--- config.mk ---
export PLATFORM = sky130hd
export DESIGN_NAME = btn_word_loader
export DESIGN_NICKNAME = d
export VERILOG_FILES = /design/src/rtl/btn_loader_pkg.sv /design/src/rtl/btn_sync_edge.sv /design/src/rtl/btn_word_loader.sv
export SDC_FILE = /design/constraint.sdc
export NUM_CORES = 1
export LEC_CHECK = 0
export ABC_AREA = 1
export ABC_CLOCK_PERIOD_IN_PS = 1800
export BUFFER_PORTS_ARGS = -buffer_cell sky130_fd_sc_hd__buf_2
export CORE_MARGIN = 10
export CORE_UTILIZATION = 57
export DETAILED_ROUTE_END_ITERATION = 16
export GPL_TIMING_DRIVEN = 0
export PLACE_DENSITY = 0.79
export SYNTH_ARGS = -nofsm -noshare
export SYNTH_HDL_FRONTEND = slang
export SYNTH_SLANG_ARGS = --single-unit
--- constraint.sdc ---
create_clock -name clk -period 1.8 [get_ports clk]
set_input_delay 0.18 -clock clk [delete_from_list [all_inputs] [get_ports clk]]
set_output_delay 0.18 -clock clk [all_outputs]
set_load 0.01 [all_outputs]
--- src/rtl/btn_loader_pkg.sv ---
// rtl/btn_loader_pkg.sv - shared loader state encoding and button indices
package btn_loader_pkg;

  typedef enum logic [1:0] {IDLE, LOAD, FULL, SEND} state_t;

  localparam int BTN_W      = 4;
  localparam int BTN_ZERO   = 0;
  localparam int BTN_ONE    = 1;
  localparam int BTN_COMMIT = 2;
  localparam int BTN_CLEAR  = 3;

endpackage

--- src/rtl/btn_sync_edge.sv ---
// rtl/btn_sync_edge.sv - per-bit synchronizer chain with rising-edge pulse output
module btn_sync_edge #(
  parameter int WIDTH       = 4,
  parameter int SYNC_STAGES = 2
) (
  input  logic             clk_i,
  input  logic             rst_i,
  input  logic [WIDTH-1:0] btn_i,
  output logic [WIDTH-1:0] rise_o
);

  logic [SYNC_STAGES-1:0][WIDTH-1:0] sync_q;
  logic [SYNC_STAGES-1:0]            primed_q;
  logic [WIDTH-1:0]                  prev_q;
  logic [WIDTH-1:0]                  armed_q;
  logic [WIDTH-1:0]                  sync_last;

  assign sync_last = sync_q[SYNC_STAGES-1];

  // A bit only arms once a genuinely sampled low has reached the chain end,
  // so a button held through reset release cannot fire until it is re-pressed.
  always_ff @(posedge clk_i) begin
    if (rst_i) begin
      sync_q   <= '0;
      primed_q <= '0;
      prev_q   <= '0;
      armed_q  <= '0;
    end else begin
      sync_q   <= {sync_q[SYNC_STAGES-2:0], btn_i};
      primed_q <= {primed_q[SYNC_STAGES-2:0], 1'b1};
      prev_q   <= sync_last;
      if (primed_q[SYNC_STAGES-1]) begin
        armed_q <= armed_q | ~sync_last;
      end
    end
  end

  assign rise_o = sync_last & ~prev_q & armed_q;

endmodule

--- src/rtl/btn_word_loader.sv ---
// rtl/btn_word_loader.sv - assembles a word from shift-0/shift-1 buttons and hands it downstream
module btn_word_loader
  import btn_loader_pkg::*;
#(
  parameter int DATA_W      = 48,
  parameter int SYNC_STAGES = 2
) (
  input  logic                        clk,
  input  logic                        rst,
  input  logic [3:0]                  btn,
  output logic [DATA_W-1:0]           m_data,
  output logic                        m_valid,
  input  logic                        m_ready,
  output logic [$clog2(DATA_W+1)-1:0] bit_cnt,
  output logic                        err
);

  localparam int CW = $clog2(DATA_W + 1);

  logic [BTN_W-1:0]  ev;
  state_t            state_q;
  logic [DATA_W-1:0] shreg_q;
  logic [DATA_W-1:0] shreg_d;
  logic [DATA_W-1:0] m_data_q;
  logic [CW-1:0]     cnt_q;
  logic [CW-1:0]     cnt_d;
  logic              m_valid_q;
  logic              err_q;
  logic              bit_ev;
  logic              bit_clash;
  logic              last_bit;
  logic              is_full;

  btn_sync_edge #(
    .WIDTH       (BTN_W),
    .SYNC_STAGES (SYNC_STAGES)
  ) u_sync_edge (
    .clk_i  (clk),
    .rst_i  (rst),
    .btn_i  (btn),
    .rise_o (ev)
  );

  assign bit_clash = ev[BTN_ZERO] & ev[BTN_ONE];
  assign bit_ev    = ev[BTN_ZERO] ^ ev[BTN_ONE];
  assign shreg_d   = {shreg_q[DATA_W-2:0], ev[BTN_ONE]};
  assign cnt_d     = cnt_q + CW'(1);
  assign last_bit  = (cnt_q == CW'(DATA_W - 1));
  assign is_full   = (state_q == FULL);

  always_ff @(posedge clk) begin
    if (rst) begin
      state_q   <= IDLE;
      shreg_q   <= '0;
      cnt_q     <= '0;
      m_data_q  <= '0;
      m_valid_q <= 1'b0;
      err_q     <= 1'b0;
    end else begin
      err_q <= 1'b0;
      case (state_q)
        SEND: begin
          if (m_ready) begin
            state_q   <= IDLE;
            shreg_q   <= '0;
            cnt_q     <= '0;
            m_data_q  <= '0;
            m_valid_q <= 1'b0;
          end
        end
        default: begin
          if (ev[BTN_CLEAR]) begin
            state_q <= IDLE;
            shreg_q <= '0;
            cnt_q   <= '0;
          end else begin
            // A bit and a commit in one cycle are judged against the pre-cycle state.
            err_q <= bit_clash | (bit_ev & is_full) | (ev[BTN_COMMIT] & ~is_full);
            if (bit_ev && !is_full) begin
              shreg_q <= shreg_d;
              cnt_q   <= cnt_d;
              state_q <= last_bit ? FULL : LOAD;
            end
            if (ev[BTN_COMMIT] && is_full) begin
              state_q   <= SEND;
              m_valid_q <= 1'b1;
              m_data_q  <= shreg_q;
            end
          end
        end
      endcase
    end
  end

  assign m_data  = m_data_q;
  assign m_valid = m_valid_q;
  assign bit_cnt = cnt_q;
  assign err     = err_q;

endmodule

==> metrics.cfg <==
[setup_path]
crit_arrival_ns=2.15
critPathSlowestCell=dfxtp_1
critPathMaxStageDelay_ns=0.31
crit_chain=inv_1 > nor2_1 > nand2_1 > inv_1 > ha_1 > nand2_1 > nand2_1 > nand2_2 > nand2_4 > buf_4 > o21ai_1 > nor2_1
path_max_fanout=10
crit_required_ns=2.20
crit_path_frequent_cell=nand2_1
worstSetupPathType=reg -> reg
cp-start-kind=flip-flop
cp-end-kind=flip-flop

[power]
p_leak_nw=2.61
vdd_drop_max_mv=0.698
power_density_nw_per_um2=1180

[global_routing]
grt_pass1_wl_mm=19.6
first_global_vias=4272
grt_max_degree=17
antenna_found_initial=0
grt_usage=0.187
grt.overflow.total=0

[clocking]
htree_levels=4
clock_path_buffers=2
cts_root_buffer=clkbuf_8
cts_setup_buffers=0
cts_tree=done
clock-sinks=124
cts_buffers=17
clkTransAtPathRegs_ns=0.06
worstSkewPairLatency_ns=0.52

[floorplan]
die_h_um=112
ios=63
initial_utilization=0.584
fp.dieW_um=112
rows=33
coreArea_um2=8180
dieArea_um2=12400

[outcome]
outcome=finished clean

[timing]
rsz0062_at_grt=yes
drv_slew=0
fmax_mhz=572
setup_viol=0
finalCritPeriodShare=0.972
worst_pin_slew_ns=0.586
max-slew-margin-rel=0.609
period_needed_ns=1.75
final-hold-violation-count=0
fin_setup_tns_ns=0
skew_ns=0.00760
fin_ws_ns=0.0509

[drt]
wirelength_mm=11.6
vias=4434
via_per_inst=5.10
post-route-drc-count=0
wl_per_cell_um=13.4
drtIter0Drc=309
ant_nets=0
drtPass1Iterations=5

[logic_synthesis]
synth_cell_types=20
yosys.area.top_type_share=0.520
syn_inst=670
syn_nets=679
ys_seq_area_frac=0.520
ys_top_cells_by_area=dfxtp_1, nor2_1, nand2_1
yosysWarnings=0
syn_avg_cell_area_um2=7.12
syn-cell-area_um2=4770
synth.largest_area_cell=dfxtp_1
ys_seq_elements=124

[run]
drv_cap=0

[finish]
fillerInstances=625
diodes=0
fin_cells=869
finish.instance_area_um2=5930
drive_gt1_frac=0.158
syn2layout_area_growth_pct=24.3
nets=763

[place]
place_congestion=0.849
place_area_um2=5210
dp_hpwl_mm=7.66
io_buffers=61
pre_cts_ws_ns=-0.0611
placed_cells=836

[worst_hold_path]
hp-class=in -> reg

[final cells by class]
type                       count  area (um^2)  share of cell area
sequential                   124         2480               0.418
multi-input combinational    427         1820               0.307
clock buffer                  21          449              0.0757
timing repair buffer          65          345              0.0582
inverter                      81          304              0.0513
buffer                        38          210              0.0354
clock inverter                 8          190              0.0321
tap                          105          131              0.0221
[cell usage after synthesis]
library cell  number
nor2_1           164
nand2_1          132
dfxtp_1          124
inv_1             80
a21oi_1           60
o21ai_0           52
clkbuf_1          18
buf_2             13
nand3_1            7
nand2_2            4
buf_4              3
buf_1              2
buf_6              2
ha_1               2
nor2_2             2
a21boi_0           1
a22oi_1            1
inv_2              1
nor2_4             1
nor3_1             1
[state kept, by name, summed over array words and instances (netlist names), 2 cells and up]
signal                 count
state_q                    2
u_sync_edge.sync_last      4
shreg_q                   48
u_sync_edge.armed_q        4
m_data                    48
bit_cnt                    6
u_sync_edge.prev_q         4
u_sync_edge.sync_q         4
u_sync_edge.primed_q       2
[path summary, 6_finish.rpt]
kind / startpoint / end / slack (ns) / cells after the start
min: m_ready / m_valid$_SDFFE_PP0P_ / 0.26 / 6
max reg2reg: u_sync_edge.armed_q[1]$_SDFFE_PP0P_ / shreg_q[24]$_SDFFE_PP0P_ / 0.05 / 12
max: u_sync_edge.armed_q[1]$_SDFFE_PP0P_ / shreg_q[24]$_SDFFE_PP0P_ / 0.05 / 12
min reg2reg: u_sync_edge.sync_q[1]$_SDFF_PP0_ / u_sync_edge.sync_last[1]$_SDFF_PP0_ / 0.41 / 2
[per-stage QoR]
step | power, W | hold WS [ns] | util
after floorplan | 0.00318 | 0.287 | -
after global placement | 0.00325 | 0.381 | 0.637
after detailed placement | 0.00326 | 0.390 | 0.637
after CTS | 0.00698 | 0.242 | 0.722
after global routing | 0.00718 | 0.305 | 0.726
final | 0.00698 | 0.264 | 0.726
[cells by family (layout without fill, tap and decap cells)]
group,after synthesis,count (layout),synth area share
buf+inv,119,213,0.103
fa+ha+maj,2,2,0.00524
flops,124,124,0.520
simple gates,311,311,0.251
compound gates,114,114,0.121
[where the power goes]
| part | internal (W) | switching (W) | leakage [nW] | total (W) |
|---|---|---|---|---|
| Clock | 0.00257 | 0.00116 | 0.314 | 0.00374 |
| Sequential | 0.00283 | 0.0000468 | 1.01 | 0.00288 |
| Combinational | 0.000125 | 0.000236 | 1.29 | 0.000361 |
| Total | 0.00553 | 0.00145 | 2.61 | 0.00698 |
[what timing repair did]
| item | 4_1_cts | 5_1_grt |
|---|---|---|
| hold endpoints to repair | 4 | 0 |
| cloned | 0 | 0 |
| hold buffers | 4 | 0 |
| pin swaps | 0 | 1 |
| endpoints found under the setup margin | 33 | 55 |
| gates resized for setup | 7 | 22 |
[layout by cell type (no fill, tap or decap), types with 3 or more instances in the layout]
master,netlist,routed
buf_6,2,3
nor2_1,164,164
dlygate4sd3_1,0,4
bufinv_16,0,6
o21ai_1,0,9
clkbuf_1,18,17
clkbuf_16,0,16
nand3_1,7,7
inv_1,80,80
nand2_1,132,130
a21oi_1,60,60
buf_2,13,69
o21ai_0,52,42
clkbuf_8,0,3
nand2_2,4,5
dfxtp_1,124,124
clkbuf_4,0,3
buf_4,3,6
[critical path, delay by kind of cell (launching register included)]
kind                     cells  cell delay (ns)
AND/OR/NAND/NOR              7             0.60
adder cells (fa/ha/maj)      1             0.26
flip-flops                   1             0.31
AO/OA/AOI/OAI                1             0.15
buffers and inverters        3             0.31
[layer usage]
metal  part of all wire  global-route usage  up-vias
met2               0.47               0.307      170
met3              0.076              0.0596       33
met1               0.43               0.220     2010
li1                   -                   -     2221
met5                  0                   0        -
met4              0.023              0.0788        0
Power figures use the tool's default switching activity.
